**src/rtl/cpu_pkg.sv**
```systemverilog
// cpu_pkg: definitions shared by the fetch sequencer and the instruction
// decoder of the CPU core.
//   - default program-memory address and data widths
//   - opcode nibble constants (bits [7:4] of the first instruction byte)
//   - the fetch sequencer state encoding
package cpu_pkg;

  localparam int ADDR_W_DEF = 5;
  localparam int DATA_W_DEF = 8;

  // Sequencing-relevant opcodes.
  localparam logic [3:0] OP_LDI  = 4'h2;  // load immediate, two bytes
  localparam logic [3:0] OP_BZR  = 4'h7;  // branch-if-zero relative, one byte
  localparam logic [3:0] OP_JZ   = 4'hD;  // jump-if-zero absolute, two bytes
  localparam logic [3:0] OP_HALT = 4'hF;

  // Datapath opcodes: one byte, sequential as far as fetch is concerned.
  localparam logic [3:0] OP_NOP  = 4'h0;
  localparam logic [3:0] OP_ADD  = 4'h1;
  localparam logic [3:0] OP_SUB  = 4'h3;
  localparam logic [3:0] OP_AND  = 4'h4;
  localparam logic [3:0] OP_OR   = 4'h5;
  localparam logic [3:0] OP_XOR  = 4'h6;

  typedef enum logic [2:0] {
    ST_IDLE      = 3'd0,
    ST_FETCH     = 3'd1,
    ST_FETCH_IMM = 3'd2,
    ST_ISSUE     = 3'd3,
    ST_WAIT_BR   = 3'd4,
    ST_HALT      = 3'd5
  } fetch_state_t;

endpackage

```
**src/rtl/opcode_classifier.sv**
```systemverilog
// opcode_classifier: combinational opcode class decode, shared by the fetch
// sequencer and the instruction decoder.
// Ports:
//   op_nibble    in  4  opcode bits [7:4]
//   is_two_byte  out 1  instruction carries an immediate byte (LDI, JZ)
//   is_ctrl_flow out 1  instruction may redirect the PC (BZR, JZ)
//   is_halt      out 1  HALT opcode
module opcode_classifier
  import cpu_pkg::*;
(
  input  logic [3:0] op_nibble,
  output logic       is_two_byte,
  output logic       is_ctrl_flow,
  output logic       is_halt
);

  assign is_two_byte  = (op_nibble == OP_LDI) || (op_nibble == OP_JZ);
  assign is_ctrl_flow = (op_nibble == OP_BZR) || (op_nibble == OP_JZ);
  assign is_halt      = (op_nibble == OP_HALT);

endmodule

```
**src/rtl/fetch_sequencer.sv**
```systemverilog
// fetch_sequencer: instruction fetch and sequencing controller for the
// program memory of the CPU core. Owns the PC, assembles one- and two-byte
// instructions and presents them to decode over valid/ready. Control-flow
// instructions stall fetch until the datapath resolves the branch.
// Ports:
//   clk          in   system clock, rising edge
//   reset_n      in   asynchronous active-low reset
//   run          in   fetch enable, sampled only while idle
//   pm_addr      out  program memory address (the registered PC)
//   pm_data      in   combinational program memory read data for pm_addr
//   instr_valid  out  instruction presented to decode
//   instr_ready  in   decode accepts the instruction
//   instr_opcode out  first instruction byte
//   instr_imm    out  second byte of two-byte opcodes, else 0
//   instr_pc     out  address of the first instruction byte
//   br_resolve   in   one-cycle pulse: branch condition evaluated
//   br_taken     in   qualifies br_resolve
//   br_offset    in   forward offset for relative branches
//   halted       out  HALT opcode retired
module fetch_sequencer
  import cpu_pkg::*;
#(
  parameter int                ADDR_W   = ADDR_W_DEF,
  parameter int                DATA_W   = DATA_W_DEF,
  parameter logic [ADDR_W-1:0] RESET_PC = '0
) (
  input  logic              clk,
  input  logic              reset_n,
  input  logic              run,
  output logic [ADDR_W-1:0] pm_addr,
  input  logic [DATA_W-1:0] pm_data,
  output logic              instr_valid,
  input  logic              instr_ready,
  output logic [DATA_W-1:0] instr_opcode,
  output logic [DATA_W-1:0] instr_imm,
  output logic [ADDR_W-1:0] instr_pc,
  input  logic              br_resolve,
  input  logic              br_taken,
  input  logic [ADDR_W-1:0] br_offset,
  output logic              halted
);

  fetch_state_t      state_reg, state_next;
  logic [ADDR_W-1:0] pc_reg, pc_next;
  logic [DATA_W-1:0] opcode_reg, opcode_next;
  logic [DATA_W-1:0] imm_reg, imm_next;
  logic [ADDR_W-1:0] ipc_reg, ipc_next;

  // One classifier serves both phases: in FETCH it looks at the byte coming
  // out of memory, afterwards at the captured opcode.
  logic [3:0] class_nibble;
  logic       is_two_byte, is_ctrl_flow, is_halt;

  assign class_nibble = (state_reg == ST_FETCH) ? pm_data[DATA_W-1 -: 4]
                                                : opcode_reg[DATA_W-1 -: 4];

  opcode_classifier u_classifier (
    .op_nibble    (class_nibble),
    .is_two_byte  (is_two_byte),
    .is_ctrl_flow (is_ctrl_flow),
    .is_halt      (is_halt)
  );

  always_ff @(posedge clk or negedge reset_n) begin
    if (!reset_n) begin
      state_reg  <= ST_IDLE;
      pc_reg     <= RESET_PC;
      opcode_reg <= '0;
      imm_reg    <= '0;
      ipc_reg    <= '0;
    end else begin
      state_reg  <= state_next;
      pc_reg     <= pc_next;
      opcode_reg <= opcode_next;
      imm_reg    <= imm_next;
      ipc_reg    <= ipc_next;
    end
  end

  always_comb begin
    state_next  = state_reg;
    pc_next     = pc_reg;
    opcode_next = opcode_reg;
    imm_next    = imm_reg;
    ipc_next    = ipc_reg;

    case (state_reg)
      ST_IDLE: begin
        if (run) state_next = ST_FETCH;
      end

      ST_FETCH: begin
        opcode_next = pm_data;
        ipc_next    = pc_reg;
        imm_next    = '0;
        pc_next     = pc_reg + ADDR_W'(1);
        state_next  = is_two_byte ? ST_FETCH_IMM : ST_ISSUE;
      end

      ST_FETCH_IMM: begin
        imm_next   = pm_data;
        pc_next    = pc_reg + ADDR_W'(1);
        state_next = ST_ISSUE;
      end

      ST_ISSUE: begin
        if (instr_ready) begin
          if (is_halt)           state_next = ST_HALT;
          else if (is_ctrl_flow) state_next = ST_WAIT_BR;
          else                   state_next = ST_FETCH;
        end
      end

      ST_WAIT_BR: begin
        // pc already points past the instruction, which is the not-taken
        // target. Among control-flow opcodes only JZ is two-byte.
        if (br_resolve) begin
          if (br_taken) begin
            if (is_two_byte) pc_next = imm_reg[ADDR_W-1:0];
            else             pc_next = ipc_reg + br_offset;
          end
          state_next = ST_FETCH;
        end
      end

      ST_HALT: begin
        state_next = ST_HALT;
      end

      default: begin
        state_next = ST_IDLE;
      end
    endcase
  end

  assign pm_addr      = pc_reg;
  assign instr_valid  = (state_reg == ST_ISSUE);
  assign halted       = (state_reg == ST_HALT);
  assign instr_opcode = opcode_reg;
  assign instr_imm    = imm_reg;
  assign instr_pc     = ipc_reg;

endmodule

```
**config.mk**
```make
export PLATFORM = sky130hd
export DESIGN_NAME = fetch_sequencer
export DESIGN_NICKNAME = d
export VERILOG_FILES = /design/src/rtl/cpu_pkg.sv /design/src/rtl/opcode_classifier.sv /design/src/rtl/fetch_sequencer.sv
export SDC_FILE = /design/constraint.sdc
export NUM_CORES = 1
export LEC_CHECK = 0
export CORE_AREA = 2 2 73 75
export DETAILED_ROUTE_END_ITERATION = 12
export DIE_AREA = 0 0 75 77
export PLACE_DENSITY = 0.7
export SLEW_MARGIN = 15
export SYNTH_ARGS = -nofsm -noshare
export SYNTH_HDL_FRONTEND = slang
export SYNTH_SLANG_ARGS = --single-unit
```
**constraint.sdc**
```tcl
create_clock -name clk -period 2.6 [get_ports clk]
set_input_delay 0.26 -clock clk [delete_from_list [all_inputs] [get_ports clk]]
set_output_delay 0.26 -clock clk [all_outputs]
set_load 0.05 [all_outputs]
```
==> results of run 1 <==
## synthesized netlist by cell type, types with 4 or more instances
master and instances:
dfrtp_1 29, a22o_1 15, mux2_2 12, nor2_1 11, inv_1 8, nand2_1 8
mux2i_1 6, xnor2_1 6, a21oi_1 5, ha_1 5, o21ai_0 5, clkbuf_1 4
## metrics by stage
step,std cells,worst slack (ns)
CTS,273,0.2534
global route,273,0.1349
global placement,266,0.5405
finish,273,0.2621
detailed placement,266,0.5036
floorplan,154,0.6095
## worst min-delay path by stage
stage,end,cells after the start,slack [ns]
final,instr_pc[0],2,0.37
after global routing,instr_pc[0],2,0.39
after CTS,state_reg[0],2,0.39
after detailed placement,instr_opcode[2],1,0.49
after global placement,instr_opcode[0],1,0.50
after floorplan,instr_imm[0],0,-0.04
## final cells by class
| cell class | count | area (sq um) |
|---|---|---|
| Clock buffer | 7 | 86.33 |
| Fill cell | 479 | 2669 |
| Inverter | 8 | 30.03 |
| Multi-Input combinational cell | 109 | 888.4 |
| Sequential cell | 29 | 725.7 |
| Tap cell | 70 | 87.58 |
| Timing Repair Buffer | 50 | 490.5 |
## placed cells by master, fill, tap and decap left out, types with 2 or more instances in the layout
| master | n |
|---|---|
| xnor2_1 | 6 |
| nor2_1 | 11 |
| clkbuf_8 | 6 |
| clkdlybuf4s50_1 | 46 |
| mux2_2 | 12 |
| nand4b_1 | 2 |
| inv_1 | 8 |
| dfrtp_1 | 29 |
| o21ai_0 | 5 |
| buf_4 | 4 |
| a22o_1 | 15 |
| a21oi_1 | 5 |
| xor2_1 | 2 |
| nor2b_1 | 3 |
| mux2i_1 | 6 |
| a21o_1 | 2 |
| o22ai_1 | 2 |
| ha_1 | 5 |
| o211ai_1 | 2 |
| nand2_1 | 8 |
| nor4b_1 | 2 |
## metal layers
| metal | vias to the layer above | global-route usage (%) | routed length [um] |
|---|---|---|---|
| li1 | 663 | - | - |
| met1 | 676 | 19.57 | 1819 |
| met2 | 45 | 24.04 | 1898 |
| met3 | 7 | 4.993 | 214 |
| met4 | 0 | 4.286 | 46 |
| met5 | - | 0 | 0 |
## cell families after synthesis
| group | Yosys count |
|---|---|
| buffers and inverters | 16 |
| xor gates and xnor gates | 8 |
| DFF | 29 |
| muxes | 18 |
| and+or+nand+nor | 38 |
| adders and majority gates | 7 |
| AOI/OAI and AO/OA | 38 |
==> results.cfg, run 1 <==
[layout]
drive_gt1_share_pct = 14.29
antennaDiodeCount = 0
fin_util_pct = 46.38
fin_area_sq_um = 2308
syn2layout_area_growth_pct = 37.07
final_net_count = 228

[worst_hold_path]
hp-class = input port to asynchronous set/reset pin

[floorplan]
dieHeight_um = 77
fp.coreArea_sq_um = 4977
row_count = 26
start_util_pct = 33.84
dieArea_sq_um = 5775
die_w_um = 75
io_pins = 47

[detailed_routing]
ant_nets = 0
num_vias = 1391
via_per_inst = 5.095
drtIter0Drc = 36
drt_pass1_iterations = 4
post-route-drc-count = 0
drt_wl_total_um = 3979
wl_per_cell_um = 14.58

[sta]
tns_ns = 0
hold_slack_ns = 0.3733
finalHoldViolCount = 0
drv_slew = 0
skew_ns = 0.004384
grt_setup_unrepaired = false
fmax_mhz = 427.7
finalCritPeriodShare_pct = 89.92
finalSetupViolCount = 0
relSlewSlack_pct = 53.13
min_period_ns = 2.338
tightest_slew_ns = 0.7004

[synthesis]
synth.ff_latch_count = 29
synth_largest_area_cell = dfrtp_1
synth_top_family_by_area = compound AO/OA/AOI/OAI gates
synth_mux_area_share_pct = 11.59
yosysSeqAreaShare_pct = 43.09
synth_area_sq_um = 1684
synthCells = 154
yosys.cell_types.count = 43
synth_nets = 179
ys_top_cells_by_area = dfrtp_1 43%, mux2_2 8.0%, a22o_1 7.8%
synth_xor_area_share_pct = 4.160
synth-edff-count = 0
avgSynthCellArea_sq_um = 10.94
synth-compound-area-share_pct = 17.90
synth_adder_area_share_pct = 5.498
synth_top_area_share_pct = 43.09
synth-simple-area-share_pct = 13.60
yosysWarningCount = 0
synth_ff_type = dfrtp_1
synthArstFlopShare_pct = 100.0

[worst_setup_path]
path_delay_family = buffers and inverters
cp.arrival_ns = 2.08
startpoint_type = flip-flop
crit_chain = nor2b_1 > and2_1 > clkdlybuf4s50_1
r2r_start = state_reg[0]
max_stage_delay_ns = 0.79
endpoint = halted
worstSetupPathType = flip-flop to output port
r2r_end = pm_addr[1]
cp_max_fo = 12
worstPathRequired_ns = 2.34
path_depth = 3
cp_slowest_cell = clkdlybuf4s50_1
crit_start = state_reg[2]
worst-path-buf-inv = 1
end_kind = output port
r2r_cells = 6
r2r_setup_slack_ns = 0.63

[clock_tree]
htreeDepth = 2
clock_sinks = 29
cts_setup_buffers = 0
clk_root_buffer_cell = clkbuf_8
clkLatencyLatePin_ns = 0.28
cts_tree = built
cts.clk_slew.worst_paths_ns = 0.06
cts_buffer_depth = 2
cts_inserted_buffers = 5
cts_resized = 0
hold_buffers = 0

[placement]
place_area_sq_um = 2222
io_buffers = 46
place_hpwl_um = 2925
place_congestion = 0.8242

[flow_run]
cap_viol_max_count = 0

[outcome]
run_status = complete, no violations

[global_routing]
grt_antenna_before_repair = 0
grt_usage_pct = 15.20
grt_max_degree = 30
grt_pass1_vias = 1375
grt_pass1_wl_um = 6665
grt-ovfl-total = 0
Power of run 1 is not shown: default switching activity piles up to over one toggle a cycle in this logic, so the estimate is an artifact.
==> run 2: changes to the inputs <==
- CORE_AREA: 2 2 73 75 -> 2 2 67 81
- CTS_CLUSTER_SIZE: default -> 40
- DIE_AREA: 0 0 75 77 -> 0 0 69 83
==> results.cfg, run 2 (same netlist as run 1, synthesis figures left out) <==
[worst_setup_path]
worstPathRequired_ns = 2.34
startpoint_type = flip-flop
cp_max_fo = 6
cp.arrival_ns = 1.90
path_delay_family = buffers and inverters
worstSetupPathType = flip-flop to output port
cp_slowest_cell = clkdlybuf4s50_1
max_stage_delay_ns = 0.79
worst-path-buf-inv = 1
end_kind = output port
crit_chain = nor2b_1 > and2_1 > clkdlybuf4s50_1

[outcome]
run_status = complete, no violations

[layout]
antennaDiodeCount = 0
drive_gt1_share_pct = 16.50
layout_common_cells = 45 x clkdlybuf4s50_1, 29 x dfrtp_1, 15 x a22o_1
fin_area_sq_um = 2323
final_net_count = 230
mostFrequentLayoutCell = clkdlybuf4s50_1
syn2layout_area_growth_pct = 37.96

[clock_tree]
clock_sinks = 29
cts_inserted_buffers = 5
clkLatencyLatePin_ns = 0.28
clk_root_buffer_cell = clkbuf_8
cts_tree = built
cts.clk_slew.worst_paths_ns = 0.06
htreeDepth = 2
cts_resized = 0
cts_buffer_depth = 2
cts_setup_buffers = 0
hold_buffers = 0

[sta]
tightest_slew_ns = 0.6728
finalHoldViolCount = 0
finalSetupViolCount = 0
drv_slew = 0
min_period_ns = 2.160
finalCritPeriodShare_pct = 83.10
grt_setup_unrepaired = false
tns_ns = 0
skew_ns = 0.002778
fmax_mhz = 462.9
relSlewSlack_pct = 54.98

[detailed_routing]
drt_wl_total_um = 3930
num_vias = 1408
drtIter0Drc = 35
ant_nets = 0
drt_pass1_iterations = 4
via_per_inst = 5.293
wl_per_cell_um = 14.77
post-route-drc-count = 0

[floorplan]
io_pins = 47
dieHeight_um = 83
dieArea_sq_um = 5727
die_w_um = 69
fp.coreArea_sq_um = 4905
row_count = 28
start_util_pct = 34.34

[placement]
place_congestion = 0.7969
place_hpwl_um = 2933
place_area_sq_um = 2222
io_buffers = 46

[global_routing]
grt_pass1_vias = 1427
grt_max_degree = 30
grtUsageMet1_pct = 18.22
grt_antenna_before_repair = 0
grt-busiest-layer = met2
grt_use_met3_pct = 4.126
grt_pass1_wl_um = 6817
grt_usage_pct = 14.65
grt_use_met2_pct = 23.69
grt-ovfl-total = 0

[worst_hold_path]
hp-class = input port to asynchronous set/reset pin

[flow_run]
cap_viol_max_count = 0
-- run 2: cell types whose count changed in the layout (fill, tap and decap cells not counted) --
cell | before | now
buf_4 | 4 | 7
clkbuf_1 | 1 | 0
clkbuf_8 | 6 | 7
clkdlybuf4s50_1 | 46 | 45
clkinv_2 | 0 | 1
-- run 2: worst reg2reg max path, stage by stage, from the launching register on --
cell	delay [ns]
dfrtp_1	0.42
buf_4	0.19
nor3b_4	0.39
nor3_2	0.12
a31oi_4	0.29
mux2i_1	0.29
a211oi_2	0.10
-- run 2: routing by layer --
layer	wire [um]	up-vias	share of wire, %
met4	74	0	1.9
met1	1752	686	45
li1	-	670	-
met2	1886	43	48
met3	217	9	5.5
met5	0	-	0
-- run 2: worst paths after layout --
kind | start | endpoint | slack (ns) | cells past startpoint
worst min register to register | instr_opcode[1] | instr_opcode[1] | 0.51 | 1
worst min-delay path | reset_n | instr_pc[2] | 0.36 | 2
max in group asynchronous | reset_n | state_reg[1] | 1.95 | 2
min in group clk | instr_opcode[1] | instr_opcode[1] | 0.51 | 1
worst max-delay path | state_reg[2] | halted | 0.44 | 3
worst max register to register | state_reg[2] | pm_addr[1] | 0.68 | 6
-- run 2: final cells by class --
type	count	area (sq um)
Clock inverter	1	5.005
Fill cell	481	2581
Tap cell	60	75.07
Sequential cell	29	725.7
Timing Repair Buffer	52	503.0
Inverter	8	30.03
Multi-Input combinational cell	109	888.4
Clock buffer	7	96.34
-- run 2: stage by stage --
stage | hold slack (ns) | utilization, % | worst slack, ns | instances
3_5_place_dp | 0.4980 | 45.31 | 0.4712 | 258
4_1_cts | 0.3751 | 47.37 | 0.4131 | 266
6_report | 0.3587 | 47.37 | 0.4395 | 266
5_1_grt | 0.3852 | 47.37 | 0.3589 | 266
3_3_place_gp | 0.4928 | 45.31 | 0.5401 | 258
2_1_floorplan | -0.03559 | - | 0.6095 | 154
Power of run 2 is left out for the same reason.
